==> src/rtl/cnn_pkg.sv <==
// cnn_pkg: image geometry constants and controller state
// encoding shared by the binary input-image sequencer.
package cnn_pkg;

    localparam int IMG_W  = 28;
    localparam int IMG_H  = 28;
    localparam int K      = 3;
    localparam int ADDR_W = 10;
    localparam int PIX    = IMG_W * IMG_H;
    localparam int NWIN   = (IMG_H - K + 1) * (IMG_W - K + 1);

    typedef enum logic [2:0] {
        LOAD    = 3'd0,
        SER     = 3'd1,
        SCAN_RD = 3'd2,
        CAP     = 3'd3,
        OUT     = 3'd4,
        DONE    = 3'd5
    } ctrl_state_t;

endpackage

==> src/rtl/cnn_window_addr_gen.sv <==
// cnn_window_addr_gen: walks the r/c window origin and the
// k kernel index, and forms the RAM read address for each tap.
// Ports: clk, rst_n; rd_en (one tap per cycle), win_adv (window
// accepted); k / rd_last (tap index, last tap); last_win
// (origin is the final window); ram_addr_rd (held when idle).
module cnn_window_addr_gen #(
    parameter int IMG_W  = cnn_pkg::IMG_W,
    parameter int IMG_H  = cnn_pkg::IMG_H,
    parameter int K      = cnn_pkg::K,
    parameter int ADDR_W = cnn_pkg::ADDR_W
) (
    input  logic              clk,
    input  logic              rst_n,
    input  logic              rd_en,
    input  logic              win_adv,
    output logic [3:0]        k,
    output logic              rd_last,
    output logic              last_win,
    output logic [ADDR_W-1:0] ram_addr_rd
);
    import cnn_pkg::*;

    logic [4:0]        r;
    logic [4:0]        c;
    logic [1:0]        j;
    logic [ADDR_W-1:0] row_base;
    logic [ADDR_W-1:0] koff;
    logic [ADDR_W-1:0] addr_now;
    logic [ADDR_W-1:0] addr_q;

    // row_base = r*IMG_W and koff = i*IMG_W are kept as
    // running sums so the address needs adders only.
    assign addr_now = row_base + koff
                    + ADDR_W'(c) + ADDR_W'(j);

    assign ram_addr_rd = rd_en ? addr_now : addr_q;
    assign rd_last     = (k == 4'(K * K - 1));
    assign last_win    = (r == 5'(IMG_H - K))
                      && (c == 5'(IMG_W - K));

    always_ff @(posedge clk or negedge rst_n) begin
        if (!rst_n) begin
            r        <= '0;
            c        <= '0;
            j        <= '0;
            k        <= '0;
            row_base <= '0;
            koff     <= '0;
            addr_q   <= '0;
        end else begin
            if (rd_en) begin
                addr_q <= addr_now;
                if (rd_last) begin
                    k    <= '0;
                    j    <= '0;
                    koff <= '0;
                end else begin
                    k <= k + 4'd1;
                    if (j == 2'(K - 1)) begin
                        j    <= '0;
                        koff <= koff + ADDR_W'(IMG_W);
                    end else begin
                        j <= j + 2'd1;
                    end
                end
            end
            if (win_adv) begin
                if (c == 5'(IMG_W - K)) begin
                    c <= '0;
                    if (r == 5'(IMG_H - K)) begin
                        r        <= '0;
                        row_base <= '0;
                    end else begin
                        r        <= r + 5'd1;
                        row_base <= row_base + ADDR_W'(IMG_W);
                    end
                end else begin
                    c <= c + 5'd1;
                end
            end
        end
    end

endmodule

==> src/rtl/cnn_input_ctrl.sv <==
// cnn_input_ctrl: loads packed pixel bytes into the binary image
// RAM, then streams every 3x3 window to the first conv layer.
// Ports: byte_valid/byte_data/byte_ready (packed input bytes),
// ram_wr/ram_din/ram_addr_wr (write side), ram_addr_rd/ram_dout
// (read side, 1-cycle latency), win_valid/win/win_ready (window
// stream), frame_done (pulse after last window accepted).
module cnn_input_ctrl #(
    parameter int IMG_W  = cnn_pkg::IMG_W,
    parameter int IMG_H  = cnn_pkg::IMG_H,
    parameter int K      = cnn_pkg::K,
    parameter int ADDR_W = cnn_pkg::ADDR_W
) (
    input  logic              clk,
    input  logic              rst_n,
    input  logic              byte_valid,
    input  logic [7:0]        byte_data,
    output logic              byte_ready,
    output logic              ram_wr,
    output logic              ram_din,
    output logic [ADDR_W-1:0] ram_addr_wr,
    output logic [ADDR_W-1:0] ram_addr_rd,
    input  logic              ram_dout,
    output logic              win_valid,
    output logic [8:0]        win,
    input  logic              win_ready,
    output logic              frame_done
);
    import cnn_pkg::*;

    localparam int NPIX = IMG_W * IMG_H;

    ctrl_state_t       state;
    logic [7:0]        byte_q;
    logic [2:0]        bit_q;
    logic [ADDR_W-1:0] wptr;
    logic [3:0]        k;
    logic              rd_en;
    logic              rd_last;
    logic              last_win;
    logic              accept;

    assign byte_ready  = (state == LOAD);
    assign ram_wr      = (state == SER);
    assign ram_din     = (state == SER) && byte_q[bit_q];
    assign ram_addr_wr = wptr;
    assign frame_done  = (state == DONE);
    assign rd_en       = (state == SCAN_RD);
    assign accept      = win_valid && win_ready;

    cnn_window_addr_gen #(
        .IMG_W  (IMG_W),
        .IMG_H  (IMG_H),
        .K      (K),
        .ADDR_W (ADDR_W)
    ) u_addr (
        .clk         (clk),
        .rst_n       (rst_n),
        .rd_en       (rd_en),
        .win_adv     (accept),
        .k           (k),
        .rd_last     (rd_last),
        .last_win    (last_win),
        .ram_addr_rd (ram_addr_rd)
    );

    always_ff @(posedge clk or negedge rst_n) begin
        if (!rst_n) begin
            state     <= LOAD;
            byte_q    <= '0;
            bit_q     <= '0;
            wptr      <= '0;
            win       <= '0;
            win_valid <= 1'b0;
        end else begin
            unique case (state)
                LOAD: begin
                    if (byte_valid) begin
                        byte_q <= byte_data;
                        bit_q  <= '0;
                        state  <= SER;
                    end
                end
                SER: begin
                    wptr  <= wptr + ADDR_W'(1);
                    bit_q <= bit_q + 3'd1;
                    if (bit_q == 3'd7) begin
                        if (wptr == ADDR_W'(NPIX - 1)) begin
                            wptr  <= '0;
                            state <= SCAN_RD;
                        end else begin
                            state <= LOAD;
                        end
                    end
                end
                SCAN_RD: begin
                    // ram_dout now carries the tap issued last cycle
                    if (k != 4'd0) begin
                        win[k - 4'd1] <= ram_dout;
                    end
                    if (rd_last) begin
                        state <= CAP;
                    end
                end
                CAP: begin
                    win[8]    <= ram_dout;
                    win_valid <= 1'b1;
                    state     <= OUT;
                end
                OUT: begin
                    if (win_ready) begin
                        win_valid <= 1'b0;
                        state     <= last_win ? DONE : SCAN_RD;
                    end
                end
                DONE: begin
                    state <= LOAD;
                end
                default: begin
                    state <= LOAD;
                end
            endcase
        end
    end

endmodule
==> config.mk <==
export PLATFORM = sky130hd
export DESIGN_NAME = cnn_input_ctrl
export DESIGN_NICKNAME = d
export VERILOG_FILES = /design/src/rtl/cnn_pkg.sv /design/src/rtl/cnn_window_addr_gen.sv /design/src/rtl/cnn_input_ctrl.sv
export SDC_FILE = /design/constraint.sdc
export NUM_CORES = 1
export LEC_CHECK = 0
export CAP_MARGIN = 40
export CORE_ASPECT_RATIO = 1.75
export CORE_MARGIN = 1.5
export CORE_UTILIZATION = 25
export DETAILED_ROUTE_END_ITERATION = 7
export GPL_ROUTABILITY_DRIVEN = 1
export PLACE_DENSITY = 0.41
export SYNTH_ARGS = -nofsm -noshare
export SYNTH_HDL_FRONTEND = slang
export SYNTH_SLANG_ARGS = --single-unit
==> constraint.sdc <==
create_clock -name clk -period 8.5 [get_ports clk]
set_clock_uncertainty 0.15 [all_clocks]
set_input_delay 0.85 -clock clk [delete_from_list [all_inputs] [get_ports clk]]
set_output_delay 0.85 -clock clk [all_outputs]
set_load 0.02 [all_outputs]
After elaboration in Yosys (flattened, before gate mapping)
Cells that the tools add are included.

Logic and storage cells: 92. Input port bits: 13. Flip-flop bits (word level): 80. Output and inout port bits: 34.

Reductions and logical operators: 18. Order comparisons: 3. Equal/unequal tests: 16. $add $sub $neg: 12. Multiplexer cells: 29.

Operators with widths (count): $mux 10 (6); $add 10x5->10 const B (2); $mux 3 (6); $pmux 3 s5 (1); $reduce_and 2->1 (7); $add 10x1->10 const B (1); $add 10x10->10 (1); $add 10x2->10 (1); $add 10x5->10 (1); $add 5x1->5 const B (2); $eq 10x10->1 const B (1); $eq 5x5->1 const B (2); $mux 5 (2); $bwmux 9 (1); $eq 3x3->1 const B (3); $mux 9 (1); $ne 2x2->1 const B (4); $reduce_bool 2->1 (4); $eq 3x2->1 const B (2); $mux 2 (3); $pmux 3 s2 (1); $lt 4x5->1 const B (1); $add 4x1->4 const B (1); $demux 1 s4 (1); other kinds (17) (23).

Longest topological paths before layout
Gate-level depths: netlist (run 1).

Depth in word-level cells: 8. Gate-level depth with buffers: 10. Depth with buffers taken out: 10.

By module
Synthesis (run 1) repeated with hierarchy kept, for this count alone.

Cells, all modules: 422. Area, all modules: 4416.7 um^2.

By module, submodules not included: cnn_window_addr_gen (cells an instance 269, sequential area each 1051.0 um^2, area each 2672.6 um^2, times used 1); cnn_input_ctrl (cells an instance 153, sequential area each 850.8 um^2, area each 1744.2 um^2, times used 1).

Worst setup path before layout (run 1)
No wires, ideal clock.

Path type: reg-to-output. Start: register u_addr.koff[2]. End: output port ram_addr_rd[7]. Stages on the path, launching flop included: 11. Required time: 7.500 ns. Path buffers: 0. Arrival: 3.024 ns. Setup slack: 4.476 ns. Cell sequence: dfrtp_1 > inv_1 > fa_1 > inv_1 > ha_1 > fa_1 > a21oi_1 > o21ai_0 > o21a_1 > o21a_1 > o31ai_1.

Longest elaborated chain between the ends: 4.

RTL lines: start, declared (RTL line cnn_window_addr_gen.sv:27) `logic [ADDR_W-1:0] koff;`; start signal, assigned (RTL line cnn_window_addr_gen.sv:61) `koff <= koff + ADDR_W'(IMG_W);`; $add 10x10->10 (RTL line cnn_window_addr_gen.sv:33) `assign addr_now = row_base + koff`; $add 10x5->10 (RTL line cnn_window_addr_gen.sv:34) `+ ADDR_W'(c) + ADDR_W'(j);`; $add 10x2->10 (RTL line cnn_window_addr_gen.sv:34); $mux 10 (RTL line cnn_window_addr_gen.sv:36) `assign ram_addr_rd = rd_en ? addr_now : addr_q;`; end, declared (RTL line cnn_input_ctrl.sv:21) `output logic [ADDR_W-1:0] ram_addr_rd,`.

No other way between the ends.

Worst setup path in the final report (run 1)
Same ends and word-level chain as after synthesis.

==> results of run 1 <==
## report_power, final
group / leakage, nW / switching [mW] / internal, mW
Combinational: 1.24 / 0.436 / 0.373
Sequential: 0.960 / 0.110 / 0.470
Clock: 0.146 / 0.162 / 0.229
Total: 2.34 / 0.709 / 1.07
## layer usage
layer	routed length, um	up-vias	part of all wire (%)
met3	274	14	2.7
met4	200	0	2.0
li1	-	1651	-
met1	4103	1632	41
met5	0	-	0
met2	5534	42	55
## worst reg2reg max path, cell delays in order (launching register included)
cell and delay (ns):
sky130_fd_sc_hd__dfrtp_1 0.38, sky130_fd_sc_hd__inv_1 0.10, sky130_fd_sc_hd__fa_1 0.56, sky130_fd_sc_hd__inv_1 0.06, sky130_fd_sc_hd__ha_1 0.33, sky130_fd_sc_hd__fa_1 0.46
sky130_fd_sc_hd__a21oi_1 0.24, sky130_fd_sc_hd__o21ai_0 0.18, sky130_fd_sc_hd__o21a_1 0.21, sky130_fd_sc_hd__o21a_1 0.16, sky130_fd_sc_hd__o31ai_1 0.26
## registers in the layout (all words and copies together), names as in the netlist
signal	flops
ram_addr_wr	10
u_addr.addr_q	10
win	9
byte_q	8
u_addr.koff	8
u_addr.row_base	8
u_addr.c	5
u_addr.r	5
u_addr.k	4
bit_q	3
state	3
u_addr.j	2
win_valid	1
## stage by stage
stage / hold slack, ns / instances / util (%) / power [mW]
2_1_floorplan: 0.2985 / 443 / - / 1.152
3_3_place_gp: 0.3082 / 705 / 29.79 / 1.404
3_5_place_dp: 0.3106 / 705 / 29.79 / 1.414
4_1_cts: 0.2593 / 721 / 31.57 / 1.818
5_1_grt: 0.2703 / 721 / 31.57 / 1.943
6_report: 0.2537 / 721 / 31.57 / 1.781
## cell families after synthesis
kind of cell    count (synthesis)  synth area share [%]
buf+inv                        37                 3.829
other cells                     1               0.08563
xor+xnor                       22                 4.400
compound gates                 80                 11.23
fa+ha+maj                      40                 12.29
flops                          76                 43.43
simple gates                  162                 18.12
mux                            24                 6.629
## worst min path at each step
stage / cells past startpoint / slack, ns / endpoint / start
final: 1 / 0.25 / u_addr.addr_q[0] / rst_n
after global routing: 1 / 0.27 / u_addr.addr_q[0] / rst_n
after CTS: 1 / 0.26 / u_addr.addr_q[0] / rst_n
after detailed placement: 2 / 0.31 / u_addr.addr_q[0] / u_addr.addr_q[0]
after global placement: 2 / 0.31 / u_addr.addr_q[2] / u_addr.addr_q[2]
after floorplan: 2 / 0.30 / u_addr.row_base[3] / u_addr.row_base[3]
## layout by cell type (no fill, tap or decap), types with 3 or more instances in the layout
master and count:
sky130_fd_sc_hd__clkinv_4 5, sky130_fd_sc_hd__dfrtp_1 76, sky130_fd_sc_hd__clkbuf_16 9, sky130_fd_sc_hd__o21a_1 6, sky130_fd_sc_hd__mux2_2 20, sky130_fd_sc_hd__or3_1 5, sky130_fd_sc_hd__and2_1 3, sky130_fd_sc_hd__nand2_1 52
sky130_fd_sc_hd__o21ai_0 29, sky130_fd_sc_hd__a22o_1 3, sky130_fd_sc_hd__o31ai_1 7, sky130_fd_sc_hd__nor2_1 35, sky130_fd_sc_hd__nor3_1 12, sky130_fd_sc_hd__xor2_1 10, sky130_fd_sc_hd__fa_1 5, sky130_fd_sc_hd__ha_1 35
sky130_fd_sc_hd__nand3b_1 3, sky130_fd_sc_hd__nand3_1 22, sky130_fd_sc_hd__xnor2_1 12, sky130_fd_sc_hd__a31oi_1 4, sky130_fd_sc_hd__nor3b_1 3, sky130_fd_sc_hd__nand4_1 7, sky130_fd_sc_hd__clkdlybuf4s50_1 45, sky130_fd_sc_hd__inv_1 22
sky130_fd_sc_hd__buf_4 3, sky130_fd_sc_hd__o22ai_1 5, sky130_fd_sc_hd__nor2b_1 5, sky130_fd_sc_hd__a21oi_1 16
## layout make-up
| cell class | count | area (sq um) | share of cell area [%] |
|---|---|---|---|
| tap | 227 | 284.0 | 5.284 |
| inverter | 24 | 95.09 | 1.769 |
| clock inverter | 7 | 77.57 | 1.443 |
| sequential | 76 | 1902 | 35.38 |
| timing repair buffer | 48 | 473.0 | 8.799 |
| clock buffer | 9 | 225.2 | 4.190 |
| multi-input combinational | 330 | 2318 | 43.13 |
==> reports/summary.log, run 1 <==
qor: run_status.run_status completed
qor: yosys.netlist_instances 442
qor: clock_tree.cts_resized 0
qor: run.max-cap-violations 0
qor: layout.finalInstanceArea 5375 sq um
qor: global_routing.first_global_vias 3403
qor: timing.final-hold-violation-count 0
qor: die.die_area 18350 sq um
qor: drt.drc 0
qor: power_and_ir_drop.max-vdd-ir-drop 0.1124 mV
qor: worst_setup_path.timing.rr.start u_addr.koff[2]
qor: clock_tree.insertion_delay 0.33 ns
qor: global_routing.global_route.usage.met3 1.998%
qor: place.gp_congestion 0.7274
qor: worst_setup_path.timing.critical_path.max_delay_family adder cells
qor: place.place_area 5072 sq um
qor: yosys.netlist.area_leader.share 43.43%
qor: timing.tightestPinTransition 0.8469 ns
qor: yosys.synth.area.top_cells sky130_fd_sc_hd__dfrtp_1 (43%), sky130_fd_sc_hd__ha_1 (10%), sky130_fd_sc_hd__mux2_2 (5.1%)
qor: worst_setup_path.worst-path-max-fanout 4
qor: timing.relSlewSlack 43.41%
qor: yosys.synth_warnings 0
qor: yosys.yosysSeqAreaShare 43.43%
qor: timing.setup-violations-final 0
qor: yosys.synth_most_common_cell sky130_fd_sc_hd__dfrtp_1
qor: min_path.holdCritPathClass input pin to async pin
qor: worst_setup_path.path_depth 11
qor: clock_tree.ctsHoldBuffers 0
qor: global_routing.global_route.peak_usage_layer met2
qor: global_routing.met1_usage 13.07%
qor: worst_setup_path.slowest_delay 0.67 ns
qor: die.placement_rows 63
qor: global_routing.globalRoute.totalOverflow 0
qor: clock_tree.post-cts-setup-buffers 0
qor: die.chipWidth 103.0 um
qor: die.core 17030 sq um
qor: drt.tritonroute_pass_1_iters 4
qor: layout.layout-area-overhead-vs-synth 22.74%
qor: timing.setup_total_negative_slack 0 ns
qor: layout.insertedDiodeCount 0
qor: worst_setup_path.worst-r2r-cell-count 10
qor: place.pre_cts_ws 3.929 ns
qor: place.dp_hpwl 7537 um
qor: global_routing.grt_start_max_net_pins 55
qor: worst_setup_path.timing.reg2reg.setup_slack 5.31 ns
qor: die.die_h 178.1 um
qor: power_and_ir_drop.power_per_cell_area 331.3 nW/um^2
qor: timing.grt_setup_unrepaired false
qor: yosys.yosysUniqueCellTypes 53
qor: clock_tree.clkSlewWorstSetupHoldPaths 0.07 ns
qor: yosys.most_used_flip_flop_cell_after_synthesis sky130_fd_sc_hd__dfrtp_1
qor: die.io_pins 47
qor: die.floorplan.initialDensity 25.72%
qor: worst_setup_path.rr_endpoint u_addr.addr_q[7]
qor: global_routing.initial_antenna_violation_count 0
qor: yosys.synth-async-reset-ratio 100.0%
qor: worst_setup_path.cells_traversed_along_the_worst_timing_path inv_1 -> fa_1 -> inv_1 -> ha_1 -> fa_1 -> a21oi_1 -> o21ai_0 -> o21a_1 -> o21a_1 -> o31ai_1 -> clkdlybuf4s50_1
qor: drt.wl_per_cell 14.03 um
qor: drt.drt-initial-drc-count 74
qor: worst_setup_path.end_kind primary output
qor: layout.layout-drive-gt1-share 9.717%
qor: worst_setup_path.startpoint_type register
qor: worst_setup_path.critPathLaunch u_addr.koff[2]
qor: worst_setup_path.critPathBufInv 3
qor: yosys.synth-edff-count 0
qor: yosys.synth.ff_latch_count 76
qor: clock_tree.numCtsBuffers 9
qor: clock_tree.clkSinkCount 76
qor: timing.timing.final.crit_share 57.98%
qor: layout.nFillCells 1822
qor: yosys.synth_common_cells sky130_fd_sc_hd__dfrtp_1 (76), sky130_fd_sc_hd__nand2_1 (52), sky130_fd_sc_hd__ha_1 (35), sky130_fd_sc_hd__nor2_1 (35), sky130_fd_sc_hd__o21ai_0 (29)
qor: drt.vias 3339
qor: timing.period_minus_slack 4.929 ns
qor: clock_tree.ctsRootBufferMaster sky130_fd_sc_hd__clkbuf_16
qor: worst_setup_path.worst-endpoint-arrival 3.93 ns
qor: yosys.synthesized_area 4379 sq um
qor: worst_setup_path.critical_path_class register to primary output
qor: clock_tree.clock_tree.htree_level_count 3
qor: yosys.synth_top_area_cell sky130_fd_sc_hd__dfrtp_1
qor: layout.nNetsFinal 542
qor: worst_setup_path.critPathSlowestCell sky130_fd_sc_hd__clkdlybuf4s50_1
qor: timing.slew_viol_final 0
qor: place.portBuffers 46
qor: yosys.synth_area_per_cell 9.908 sq um
qor: global_routing.grt_first_pass_wirelength 16720 um
qor: global_routing.track_usage 11.71%
qor: drt.wirelength 10110 um
qor: drt.routed_via_density 4.631
qor: worst_setup_path.critPathRequiredTime 7.50 ns
qor: timing.setup_slack 3.571 ns
qor: power_and_ir_drop.p_leak 2.345 nW
qor: global_routing.global_route.usage.met2 21.71%
qor: timing.max_clock_freq 202.9 MHz
qor: clock_tree.tritoncts built
qor: worst_setup_path.timing.critical_path.to ram_addr_rd[7]
qor: clock_tree.cts-root-to-sink-buffers 2
qor: drt.antenna_violating_nets_post_route 0
No activity file was read; power rests on OpenSTA's default activity.
==> run 2, diff against run 1 <==
PLACE_DENSITY = 0.42   (was 0.41)
clock period = 3.9 ns   (was 8.5 ns; I/O delays follow)
==> run 2 against run 1 <==
  * Hold slack improved by 0.066 ns
  * Combinational power up 140%
  * Cell count increased by 1.7%
  * Power increased by 130%
  * Die area unchanged
==> reports/summary.log, run 2 (synthesis results as in run 1) <==
qor: global_routing.grt_start_max_net_pins 57 [+3.6%]
qor: worst_setup_path.worst-r2r-cell-count 10 [unchanged]
qor: layout.nFillCells 1801 [-1.2%]
qor: timing.timing.final.crit_share 96.46%
qor: worst_setup_path.startpoint_type register
qor: run_status.run_status completed
qor: clock_tree.cts-root-to-sink-buffers 2 [unchanged]
qor: global_routing.globalRoute.totalOverflow 0 [unchanged]
qor: worst_setup_path.rr_endpoint u_addr.addr_q[7]
qor: timing.final-hold-violation-count 0 [unchanged]
qor: clock_tree.clkSinkCount 76 [unchanged]
qor: drt.drc 0 [unchanged]
qor: drt.tritonroute_pass_1_iters 4 [unchanged]
qor: drt.antenna_violating_nets_post_route 0 [unchanged]
qor: clock_tree.clock_tree.htree_level_count 3 [unchanged]
qor: min_path.hold_end u_addr.addr_q[2]
qor: clock_tree.numCtsBuffers 9 [unchanged]
qor: min_path.holdCritPathClass register to register
qor: clock_tree.post-cts-setup-buffers 0 [unchanged]
qor: worst_setup_path.end_kind primary output
qor: place.pre_cts_ws -0.1323 ns [-4.062 ns]
qor: global_routing.first_global_vias 3447 [+1.3%]
qor: run.max-cap-violations 0 [unchanged]
qor: layout.layout-drive-gt1-share 13.44% [+3.7 points]
qor: clock_tree.clkSlewWorstSetupHoldPaths 0.06 ns [about the same]
qor: power_and_ir_drop.max-vdd-ir-drop 0.2479 mV [+120%]
qor: place.place_inst 716 [+1.6%]
qor: timing.slew_viol_final 0 [unchanged]
qor: worst_setup_path.timing.rr.start u_addr.koff[2]
qor: layout.storage_element_area 1902 sq um [unchanged]
qor: die.die_area 18350 sq um [unchanged]
qor: clock_tree.ctsRootBufferMaster sky130_fd_sc_hd__clkbuf_16
qor: global_routing.track_usage 11.73% [+0.021 points]
qor: layout.finalInstanceArea 5502 sq um [+2.4%]
qor: worst_setup_path.critical_path_class register to primary output
qor: die.placement_rows 63 [unchanged]
qor: layout.layout_common_cells sky130_fd_sc_hd__dfrtp_1 (76), sky130_fd_sc_hd__nand2_1 (52), sky130_fd_sc_hd__clkdlybuf4s50_1 (39)
qor: drt.drt-initial-drc-count 82 [+11%]
qor: clock_tree.insertion_delay 0.34 ns [about the same]
qor: die.core 17030 sq um [unchanged]
qor: worst_setup_path.worst-endpoint-arrival 3.22 ns [-0.71 ns]
qor: die.chipWidth 103.0 um [unchanged]
qor: layout.non_filler_instances 733 [+1.7%]
qor: place.portBuffers 46 [unchanged]
qor: clock_tree.tritoncts built
qor: layout.multiInputGateArea 2356 sq um [+1.6%]
qor: power_and_ir_drop.p_leak 2.413 nW [+2.9%]
qor: layout.leading_cell_type_in_the_layout_fill_and_taps_excluded sky130_fd_sc_hd__dfrtp_1
qor: global_routing.initial_antenna_violation_count 0 [unchanged]
qor: die.io_pins 47 [unchanged]
qor: drt.routed_via_density 4.606 [-0.55%]
qor: drt.wl_per_cell 13.75 um [-2.0%]
qor: timing.setup-violations-final 0 [unchanged]
qor: worst_setup_path.worst-path-max-fanout 3 [-1]
qor: layout.nNetsFinal 554 [+2.2%]
qor: timing.period_minus_slack 3.762 ns
qor: place.place_area 5175 sq um [+2.0%]
qor: die.floorplan.initialDensity 25.72% [unchanged]
qor: global_routing.grt_first_pass_wirelength 16670 um [-0.29%]
qor: timing.tightestPinTransition 0.6297 ns [-0.2171 ns]
qor: timing.relSlewSlack 57.86% [+14 points]
qor: drt.wirelength 10080 um [-0.34%]
qor: power_and_ir_drop.power_per_cell_area 729.1 nW/um^2 [+120%]
qor: layout.insertedDiodeCount 0 [unchanged]
qor: place.dp_hpwl 7556 um [+0.25%]
qor: min_path.timing.hold.worst_path_depth 2
qor: worst_setup_path.critPathRequiredTime 3.36 ns [-4.14 ns]
qor: die.die_h 178.1 um [unchanged]
qor: timing.max_clock_freq 265.8 MHz
qor: place.gp_congestion 0.7882 [+8.4%]
qor: worst_setup_path.timing.reg2reg.setup_slack 0.92 ns [-4.39 ns]
qor: layout.layout-area-overhead-vs-synth 25.63%
qor: timing.grt_setup_unrepaired false
qor: drt.vias 3376 [+1.1%]
qor: min_path.hold_start u_addr.addr_q[2]
qor: timing.setup_slack 0.1381 ns [-3.433 ns]
run 2: layout make-up:
type / instances / area share, %
multi-input combinational: 330 / 42.82
sequential: 76 / 34.57
timing repair buffer: 60 / 10.39
tap: 227 / 5.163
clock buffer: 10 / 4.162
inverter: 24 / 1.728
clock inverter: 6 / 1.160
run 2: what timing repair did:
| item | CTS | global route |
|---|---|---|
| hold buffers | 1 | 0 |
| hold endpoints to repair | 20 | 0 |
| pin swaps | 1 | 2 |
| setup endpoints to repair | 6 | 6 |
| gates resized for setup | 21 | 10 |
run 2: through the flow:
stage	total power [mW]	hold slack, ns	TNS (ns)	utilization, %
2_1_floorplan	2.510	-0.05559	0	-
3_3_place_gp	3.147	0.3084	-0.08041	30.23
3_5_place_dp	3.173	0.1621	-0.1346	30.39
4_1_cts	4.050	0.3260	0	32.22
5_1_grt	4.356	0.3443	0	32.31
6_report	4.011	0.3200	0	32.31
run 2: per-layer routing:
layer  part of all wire (%)  track usage [%]  vias to the layer above  routed length [um]
li1                       -                -                     1661                   -
met1                     40            12.71                     1661                4034
met2                     56            22.01                       44                5645
met3                    2.5            2.077                       10                 248
met4                    1.5            4.448                        0                 150
met5                      0                0                        -                   0
run 2: where the power goes:
group	internal (mW)	total (mW)	switching (mW)
registers	1.02	1.26	0.238
logic	0.902	1.91	1.00
clock network	0.496	0.844	0.348
run 2: critical path, cell delays in order, from the launching register on:
cell                      delay, ns
sky130_fd_sc_hd__dfrtp_1       0.35
sky130_fd_sc_hd__inv_1         0.08
sky130_fd_sc_hd__fa_1          0.58
sky130_fd_sc_hd__inv_1         0.08
sky130_fd_sc_hd__ha_4          0.25
sky130_fd_sc_hd__fa_2          0.40
sky130_fd_sc_hd__a21oi_2       0.20
sky130_fd_sc_hd__o21ai_0       0.14
sky130_fd_sc_hd__o21a_1        0.20
sky130_fd_sc_hd__o21a_1        0.19
sky130_fd_sc_hd__o31ai_4       0.26
sky130_fd_sc_hd__buf_6         0.16
run 2: worst max-delay path by stage:
stage | from | endpoint | slack, ns | cells after the start
2_1_floorplan | u_addr.koff[2] | ram_addr_rd[7] | 0.34 | 10
3_3_place_gp | u_addr.koff[2] | ram_addr_rd[7] | -0.08 | 11
3_5_place_dp | u_addr.koff[2] | ram_addr_rd[7] | -0.13 | 11
4_1_cts | u_addr.koff[2] | ram_addr_rd[7] | 0.01 | 11
5_1_grt | u_addr.koff[2] | ram_addr_rd[7] | 0.02 | 11
6_report | u_addr.koff[2] | ram_addr_rd[7] | 0.14 | 11
